==> config.mk <==
export PLATFORM = sky130hd
export DESIGN_NAME = panda_data_mem_arbiter_flat
export DESIGN_NICKNAME = d
export VERILOG_FILES = /design/src/rtl/panda_pkg.sv /design/src/rtl/panda_data_mem_arbiter_if.sv /design/src/rtl/panda_rr_arbiter.sv /design/src/rtl/panda_data_mem_arbiter.sv /design/src/flat_wrapper.sv
export SDC_FILE = /design/constraint.sdc
export NUM_CORES = 1
export LEC_CHECK = 0
export CORE_AREA = 2 2 110 112
export CTS_CLUSTER_DIAMETER = 40
export DETAILED_ROUTE_END_ITERATION = 8
export DIE_AREA = 0 0 112 114
export GPL_TIMING_DRIVEN = 0
export PLACE_DENSITY_LB_ADDON = 0.2
export SETUP_SLACK_MARGIN = 0.15
export SLEW_MARGIN = 20
export SYNTH_ARGS = -nofsm -noshare
export SYNTH_HDL_FRONTEND = slang
export SYNTH_SLANG_ARGS = --single-unit
==> constraint.sdc <==
create_clock -name clk_i -period 3.5 [get_ports clk_i]
set_input_delay 0.7 -clock clk_i [delete_from_list [all_inputs] [get_ports clk_i]]
set_output_delay 0.7 -clock clk_i [all_outputs]
set_load 0.02 [all_outputs]
==> src/rtl/panda_pkg.sv <==
// Shared types for the PANDA data-memory path: request/response records,
// requester identifiers and the arbiter port count.
package panda_pkg;

    localparam int unsigned DMEM_ARB_PORTS = 2;

    // Requester identity; the core LSU is port 0, the loader/debug master is port 1.
    typedef enum logic {
        PORT_LSU    = 1'b0,
        PORT_LOADER = 1'b1
    } dmem_port_e;

    typedef struct packed {
        logic [3:0]  we;
        logic [31:0] addr;
        logic [31:0] wdata;
    } mem_req_t;

    typedef struct packed {
        logic        rvalid;
        logic [31:0] rdata;
        logic        err;
    } mem_rsp_t;

endpackage

==> src/rtl/panda_data_mem_arbiter_if.sv <==
// Bus bundle between the data-memory requesters, the arbiter and the RAM.
// The slave modport is the arbiter's view; master is the surrounding system.
interface panda_data_mem_arbiter_if #(
    parameter int unsigned DataMemDepth = 32,
    parameter int unsigned NumPorts     = 2
);
    localparam int unsigned AW = $clog2(DataMemDepth);

    // Requester side
    logic [NumPorts-1:0]       req_i;
    logic [NumPorts-1:0][3:0]  we_i;
    logic [NumPorts-1:0][31:0] addr_i;
    logic [NumPorts-1:0][31:0] wdata_i;
    logic [NumPorts-1:0]       gnt_o;
    logic [NumPorts-1:0]       rvalid_o;
    logic [NumPorts-1:0][31:0] rdata_o;
    logic [NumPorts-1:0]       err_o;

    // RAM side
    logic                      mem_ce_o;
    logic [3:0]                mem_we_o;
    logic [AW-1:0]             mem_addr_o;
    logic [31:0]               mem_wdata_o;
    logic [31:0]               mem_rdata_i;

    modport slave (
        input  req_i, we_i, addr_i, wdata_i, mem_rdata_i,
        output gnt_o, rvalid_o, rdata_o, err_o,
        output mem_ce_o, mem_we_o, mem_addr_o, mem_wdata_o
    );

    modport master (
        output req_i, we_i, addr_i, wdata_i, mem_rdata_i,
        input  gnt_o, rvalid_o, rdata_o, err_o,
        input  mem_ce_o, mem_we_o, mem_addr_o, mem_wdata_o
    );

endinterface

==> src/rtl/panda_rr_arbiter.sv <==
// Two-way round-robin arbiter with one-hot grant.
// Only built when PANDA_DMEM_ARB_RR_EN is defined.
`ifdef PANDA_DMEM_ARB_RR_EN
module panda_rr_arbiter (
    input  logic       clk_i,
    input  logic       rst_i,
    input  logic [1:0] req_i,
    input  logic       ptr_en_i,
    output logic [1:0] gnt_o
);
    // Port favoured on the next contention: the complement of the last
    // granted port, so the reset value of 0 lets the core win first.
    logic prio_q;

    // Contention goes to the favoured port; a lone request is granted as-is.
    always_comb begin
        gnt_o = '0;
        if (&req_i) begin
            gnt_o[prio_q] = 1'b1;
        end else begin
            gnt_o = req_i;
        end
    end

    // Pointer moves only when something was granted.
    always_ff @(posedge clk_i) begin
        if (rst_i) begin
            prio_q <= 1'b0;
        end else if (ptr_en_i) begin
            prio_q <= ~gnt_o[1];
        end
    end

endmodule
`endif

==> src/rtl/panda_data_mem_arbiter.sv <==
// Shares the single-port data RAM between the core LSU (port 0) and the
// loader/debug master (port 1). Byte addresses become word addresses,
// out-of-range accesses are granted but never reach the RAM, and the
// response comes back one cycle after grant on the granted port.
// Define PANDA_DMEM_ARB_RR_EN for round-robin; otherwise port 0 has fixed priority.
module panda_data_mem_arbiter
    import panda_pkg::*;
#(
    parameter int unsigned DataMemDepth = 32,
    parameter int unsigned NumPorts     = DMEM_ARB_PORTS
) (
    input logic                     clk_i,
    input logic                     rst_i,
    panda_data_mem_arbiter_if.slave bus
);
    localparam int unsigned AW = $clog2(DataMemDepth);

    mem_req_t            req_s [NumPorts];
    mem_rsp_t            rsp   [NumPorts];
    logic [NumPorts-1:0] oor;
    logic [NumPorts-1:0] req_act;
    logic [NumPorts-1:0] gnt;
    logic                any_gnt;
    dmem_port_e          sel;

    logic                resp_valid_q;
    dmem_port_e          resp_port_q;
    logic                resp_err_q;
    logic                resp_rd_q;

    logic                addr_lsb_unused;

    // Gather each port's request and flag addresses beyond the RAM.
    always_comb begin
        for (int unsigned p = 0; p < NumPorts; p++) begin
            req_s[p] = '{we: bus.we_i[p], addr: bus.addr_i[p], wdata: bus.wdata_i[p]};
            oor[p]   = |req_s[p].addr[31:AW+2];
        end
        addr_lsb_unused = ^{req_s[0].addr[1:0], req_s[1].addr[1:0]};
    end

    // No request is seen while reset is held, so nothing is granted.
    always_comb begin
        req_act = rst_i ? '0 : bus.req_i;
    end

`ifdef PANDA_DMEM_ARB_RR_EN
    panda_rr_arbiter u_rr_arbiter (
        .clk_i    (clk_i),
        .rst_i    (rst_i),
        .req_i    (req_act),
        .ptr_en_i (any_gnt),
        .gnt_o    (gnt)
    );
`else
    // Fixed priority: the core always wins.
    always_comb begin
        gnt = {req_act[1] & ~req_act[0], req_act[0]};
    end
`endif

    // Grant summary and index of the winning port.
    always_comb begin
        any_gnt   = |gnt;
        sel       = dmem_port_e'(gnt[1]);
        bus.gnt_o = gnt;
    end

    // Drive the RAM from the granted in-range request; idle bus otherwise.
    always_comb begin
        bus.mem_ce_o    = 1'b0;
        bus.mem_we_o    = '0;
        bus.mem_addr_o  = '0;
        bus.mem_wdata_o = '0;
        if (any_gnt && !oor[sel]) begin
            bus.mem_ce_o    = 1'b1;
            bus.mem_we_o    = req_s[sel].we;
            bus.mem_addr_o  = req_s[sel].addr[AW+1:2];
            bus.mem_wdata_o = req_s[sel].wdata;
        end
    end

    // Remember who was granted and how, for the response next cycle.
    always_ff @(posedge clk_i) begin
        if (rst_i) begin
            resp_valid_q <= 1'b0;
            resp_port_q  <= PORT_LSU;
            resp_err_q   <= 1'b0;
            resp_rd_q    <= 1'b0;
        end else begin
            resp_valid_q <= any_gnt;
            if (any_gnt) begin
                resp_port_q <= sel;
                resp_err_q  <= oor[sel];
                resp_rd_q   <= (req_s[sel].we == 4'b0000);
            end
        end
    end

    // Route the response to the recorded port; reads of valid addresses carry RAM data.
    always_comb begin
        for (int unsigned p = 0; p < NumPorts; p++) begin
            rsp[p] = '0;
            if (!rst_i && resp_valid_q && resp_port_q == dmem_port_e'(p[0])) begin
                rsp[p].rvalid = 1'b1;
                rsp[p].err    = resp_err_q;
                rsp[p].rdata  = (resp_err_q || !resp_rd_q) ? '0 : bus.mem_rdata_i;
            end
            bus.rvalid_o[p] = rsp[p].rvalid;
            bus.rdata_o[p]  = rsp[p].rdata;
            bus.err_o[p]    = rsp[p].err;
        end
    end

endmodule
==> src/flat_wrapper.sv <==
// flat-port wrapper written by rule: the top's interface ports become plain ports
module panda_data_mem_arbiter_flat import panda_pkg::*;
#(
    parameter int unsigned DataMemDepth = 32,
    parameter int unsigned NumPorts     = DMEM_ARB_PORTS
)
  (clk_i, rst_i, bus_req_i, bus_we_i, bus_addr_i, bus_wdata_i, bus_mem_rdata_i, bus_gnt_o, bus_rvalid_o, bus_rdata_o, bus_err_o, bus_mem_ce_o, bus_mem_we_o, bus_mem_addr_o, bus_mem_wdata_o);
  panda_data_mem_arbiter_if #(.DataMemDepth(DataMemDepth), .NumPorts(NumPorts)) bus_i ();
  input logic clk_i;
  input logic rst_i;
  input wire logic [$bits(bus_i.req_i)-1:0] bus_req_i;
  input wire logic [$bits(bus_i.we_i)-1:0] bus_we_i;
  input wire logic [$bits(bus_i.addr_i)-1:0] bus_addr_i;
  input wire logic [$bits(bus_i.wdata_i)-1:0] bus_wdata_i;
  input wire logic [$bits(bus_i.mem_rdata_i)-1:0] bus_mem_rdata_i;
  output wire logic [$bits(bus_i.gnt_o)-1:0] bus_gnt_o;
  output wire logic [$bits(bus_i.rvalid_o)-1:0] bus_rvalid_o;
  output wire logic [$bits(bus_i.rdata_o)-1:0] bus_rdata_o;
  output wire logic [$bits(bus_i.err_o)-1:0] bus_err_o;
  output wire logic [$bits(bus_i.mem_ce_o)-1:0] bus_mem_ce_o;
  output wire logic [$bits(bus_i.mem_we_o)-1:0] bus_mem_we_o;
  output wire logic [$bits(bus_i.mem_addr_o)-1:0] bus_mem_addr_o;
  output wire logic [$bits(bus_i.mem_wdata_o)-1:0] bus_mem_wdata_o;
  assign bus_i.req_i = bus_req_i;
  assign bus_i.we_i = bus_we_i;
  assign bus_i.addr_i = bus_addr_i;
  assign bus_i.wdata_i = bus_wdata_i;
  assign bus_i.mem_rdata_i = bus_mem_rdata_i;
  assign bus_gnt_o = bus_i.gnt_o;
  assign bus_rvalid_o = bus_i.rvalid_o;
  assign bus_rdata_o = bus_i.rdata_o;
  assign bus_err_o = bus_i.err_o;
  assign bus_mem_ce_o = bus_i.mem_ce_o;
  assign bus_mem_we_o = bus_i.mem_we_o;
  assign bus_mem_addr_o = bus_i.mem_addr_o;
  assign bus_mem_wdata_o = bus_i.mem_wdata_o;
  panda_data_mem_arbiter #(.DataMemDepth(DataMemDepth), .NumPorts(NumPorts)) u_core (.clk_i(clk_i), .rst_i(rst_i), .bus(bus_i));
endmodule
==> summary.txt <==
CTS
  • Clock-pin slew on the worst setup and hold paths: 0.03 ns
  • Worst skew pair latency: 0.22 ns
  • Clock Tree Root: clkbuf_16
  • Bufs on Longest Clock Path: 2
  • CTS buffer count: 3
  • Clock sink count: 4
  • Htree depth: 1
  • TritonCTS clock tree: yes

Floorplanning
  • Die area: 0.01277 mm2
  • Initial Util: 0.1459
  • Top Ports: 284
  • Chip width: 112 um
  • Cell Rows: 40
  • Die Ht: 114 um
  • CORE AREA: 0.01171 mm2

Pwr
  • P_leak: 1.906 nW
  • Pwr per Cell Area: 116.4 mW/mm2
  • VDD IR max: between 0.1 and 0.15 mV

Placement
  • Dpl hpwl: around 8.3 mm
  • Placer Congestion: 0.8591
  • Placed cell count: 643
  • Buffers on Ports: 278
  • Post-DP Area: between 0.004 and 0.005 mm2

Global routing
  • Antenna violations before repair: 0
  • Number of global-route vias before repair: 2836
  • Largest net degree at the start of global routing: 11
  • GRT overflow: 0
  • Gr usage total: 0.1377
  • First-pass GRT wire length: 14.28 mm

Route
  • Via count: 2791
  • Vias per inst: between 4 and 5
  • Iter 0 DRT Violations: 101
  • DRC violations left: 0
  • First-pass DRT Iterations: 4
  • Routed wire length: 9.569 mm
  • WL per Instance: around 15 um
  • Post-DRT Antenna Nets: 0

Critical path
  • FF-to-FF setup slack: 2.65 ns
  • Worst setup SP type: input port
  • Largest fanout on the critical path: 10
  • Critical Path Sink Type: primary output
  • Crit path DAT: 2.53 ns
  • WP data required: 2.80 ns
  • Kind of critical path: input port to primary output

Job
  • Max_cap viols: 0

Logic synthesis
  • Synthesized-area fraction occupied by adder cells: 0
  • Flops & latches, synth: 4
  • Synth Area in Simple Gates: 0.5871
  • Mux contribution to synthesized area: 0.2401
  • Largest family of logic cells by synthesized area: simple AND/OR/NAND/NOR gates
  • Mean Syn Cell Area: 7.840 um2
  • Post-synthesis sequential area ratio: 0.04685
  • Netlist cell types: 25
  • YS warnings: 0
  • XOR/XNOR Fraction of Synth Area: 0
  • Compound-cell area share of the yosys netlist: 0.02269
  • Syn Inst Count: 218
  • Post-Syn Area: around 0.0017 mm2
  • Syn Nets: 390

STA
  • Min Hold Slack: approximately 0.54 ns
  • RSZ-0062 raised after global routing: no
  • Headroom to the max-slew limit: 0.7427
  • Hold Vio Cnt, Final: 0
  • Final number of max-transition violations: 0
  • Worst-Margin Slew: ~0.39 ns
  • Final setup viols: 0
  • FMAX: 310.0 MHz
  • Period utilisation layout: 0.9215
  • Final worst path period need: 3.225 ns
  • Clock Skews: 0 ns

Cells and area
  • Area Growth Syn to Fin: 171.2%
  • Nets: 675
  • Diodes inserted: 0
  • Share of cells above drive strength 1: 0.2216
  • Non-filler cells, final: between 600 and 700
  • Design Area, Final: 0.004636 mm2

Run status
  • Status: complete, no violations

Min path
  • Worst min path class: register to register
-- placed cells by master, fill, tap and decap left out, drive strengths merged, types with 3 or more instances in the layout --
| master | netlist | final |
|---|---|---|
| mux2i | 41 | 41 |
| and3 | 64 | 64 |
| nor2 | 4 | 4 |
| clkbuf | 14 | 48 |
| nor4 | 12 | 12 |
| dlygate4sd2 | 0 | 3 |
| dfxtp | 4 | 4 |
| clkdlybuf4s50 | 0 | 234 |
| nor3b | 3 | 3 |
| buf | 16 | 26 |
| nor3 | 42 | 42 |
| nor2b | 3 | 3 |
-- final cells by class --
| type | count | area, um2 |
|---|---|---|
| Multi-Input combinational cell | 183 | 1498 |
| Timing Repair Buffer | 280 | 2601 |
| Fill cell | 1249 | 7076 |
| Buffer | 30 | 193.9 |
| Clock buffer | 3 | 75.07 |
| Tap cell | 147 | 183.9 |
| Sequential cell | 4 | 80.08 |
| Inverter | 1 | 3.754 |
-- cells by family (layout without fill, tap and decap cells) --
family	Yosys count	after routing
AND/OR/NAND/NOR	137	137
multiplexers	41	41
buffers and inverters	31	314
AO/OA/AOI/OAI	5	5
flip-flops	4	4
-- worst max-delay path: stages --
cell and delay (ns):
clkdlybuf4s50_1 0.44, nor4_4 0.29, nand4_1 0.13, o22a_1 0.25
buf_6 0.15, buf_6 0.15, nor2_1 0.08, dlygate4sd2_1 0.33
-- power by group --
group | leakage [nW] | internal (W) | switching (W)
Clock | 0.0370 | 0.000146 | 0.0000311
Combinational | 1.84 | 0.000209 | 0.000103
Sequential | 0.0333 | 0.0000490 | 0.00000237
Total | 1.91 | 0.000404 | 0.000136
-- metrics by stage --
stage	setup TNS (ns)	setup slack, ns	total power (W)	utilization
2_1_floorplan	0	0.7868	0.0001365	-
3_3_place_gp	-15.97	-0.3658	0.0003515	0.3993
3_5_place_dp	-18.39	-0.4080	0.0003565	0.3993
4_1_cts	0	0.1511	0.0005413	0.4096
5_1_grt	0	0.1654	0.0005680	0.3958
6_report	0	0.2746	0.0005397	0.3958
-- cells in the mapped netlist --
master | instances | share of area
and3_1 | 64 | 0.23
mux2i_1 | 41 | 0.24
nor3_2 | 39 | 0.23
clkbuf_1 | 14 | 0.031
nor4_1 | 11 | 0.040
buf_2 | 9 | 0.026
buf_6 | 6 | 0.040
dfxtp_1 | 4 | 0.047
nor2_1 | 4 | 0.0088
nor2b_1 | 3 | 0.011
nor3_1 | 3 | 0.0088
nor3b_1 | 3 | 0.013
a211oi_1 | 2 | 0.0088
and2_1 | 2 | 0.0073
nand3_1 | 2 | 0.0059
nand4_1 | 2 | 0.0073
a21o_1 | 1 | 0.0044
and3b_1 | 1 | 0.0051
buf_4 | 1 | 0.0044
inv_1 | 1 | 0.0022
nor4_2 | 1 | 0.0073
nor4b_1 | 1 | 0.0051
o21bai_1 | 1 | 0.0044
o22a_1 | 1 | 0.0051
or4_1 | 1 | 0.0044
-- repair_timing --
item	CTS	global route
cloned	0	0
setup buffers	2	0
endpoints found under the setup margin	107	83
gates resized for setup	100	54
hold buffers	0	0
pin swaps	1	0
-- path summary, 6_finish.rpt --
| path | from | to | cells after the start |
|---|---|---|---|
| hold reg to reg | u_core.resp_port_q | u_core.resp_port_q | 2 |
| setup reg to reg | u_core.resp_rd_q | u_core.resp_rd_q | 3 |
| setup / recovery | bus_addr_i[42] | bus_mem_ce_o | 8 |
| hold / removal | u_core.resp_port_q | u_core.resp_port_q | 2 |
-- registers in the layout, summed over array words and instances (netlist names) --
register	flops
u_core.resp_err_q	1
u_core.resp_port_q	1
u_core.resp_rd_q	1
u_core.resp_valid_q	1
-- layer usage --
layer / global-route usage / routed length [um]
met5: 0 / 0
met4: 0.04959 / 246
met3: 0.03719 / 894
met2: 0.2731 / 5015
met1: 0.1368 / 3413
Note: power is estimated with default switching activity, not from simulation.
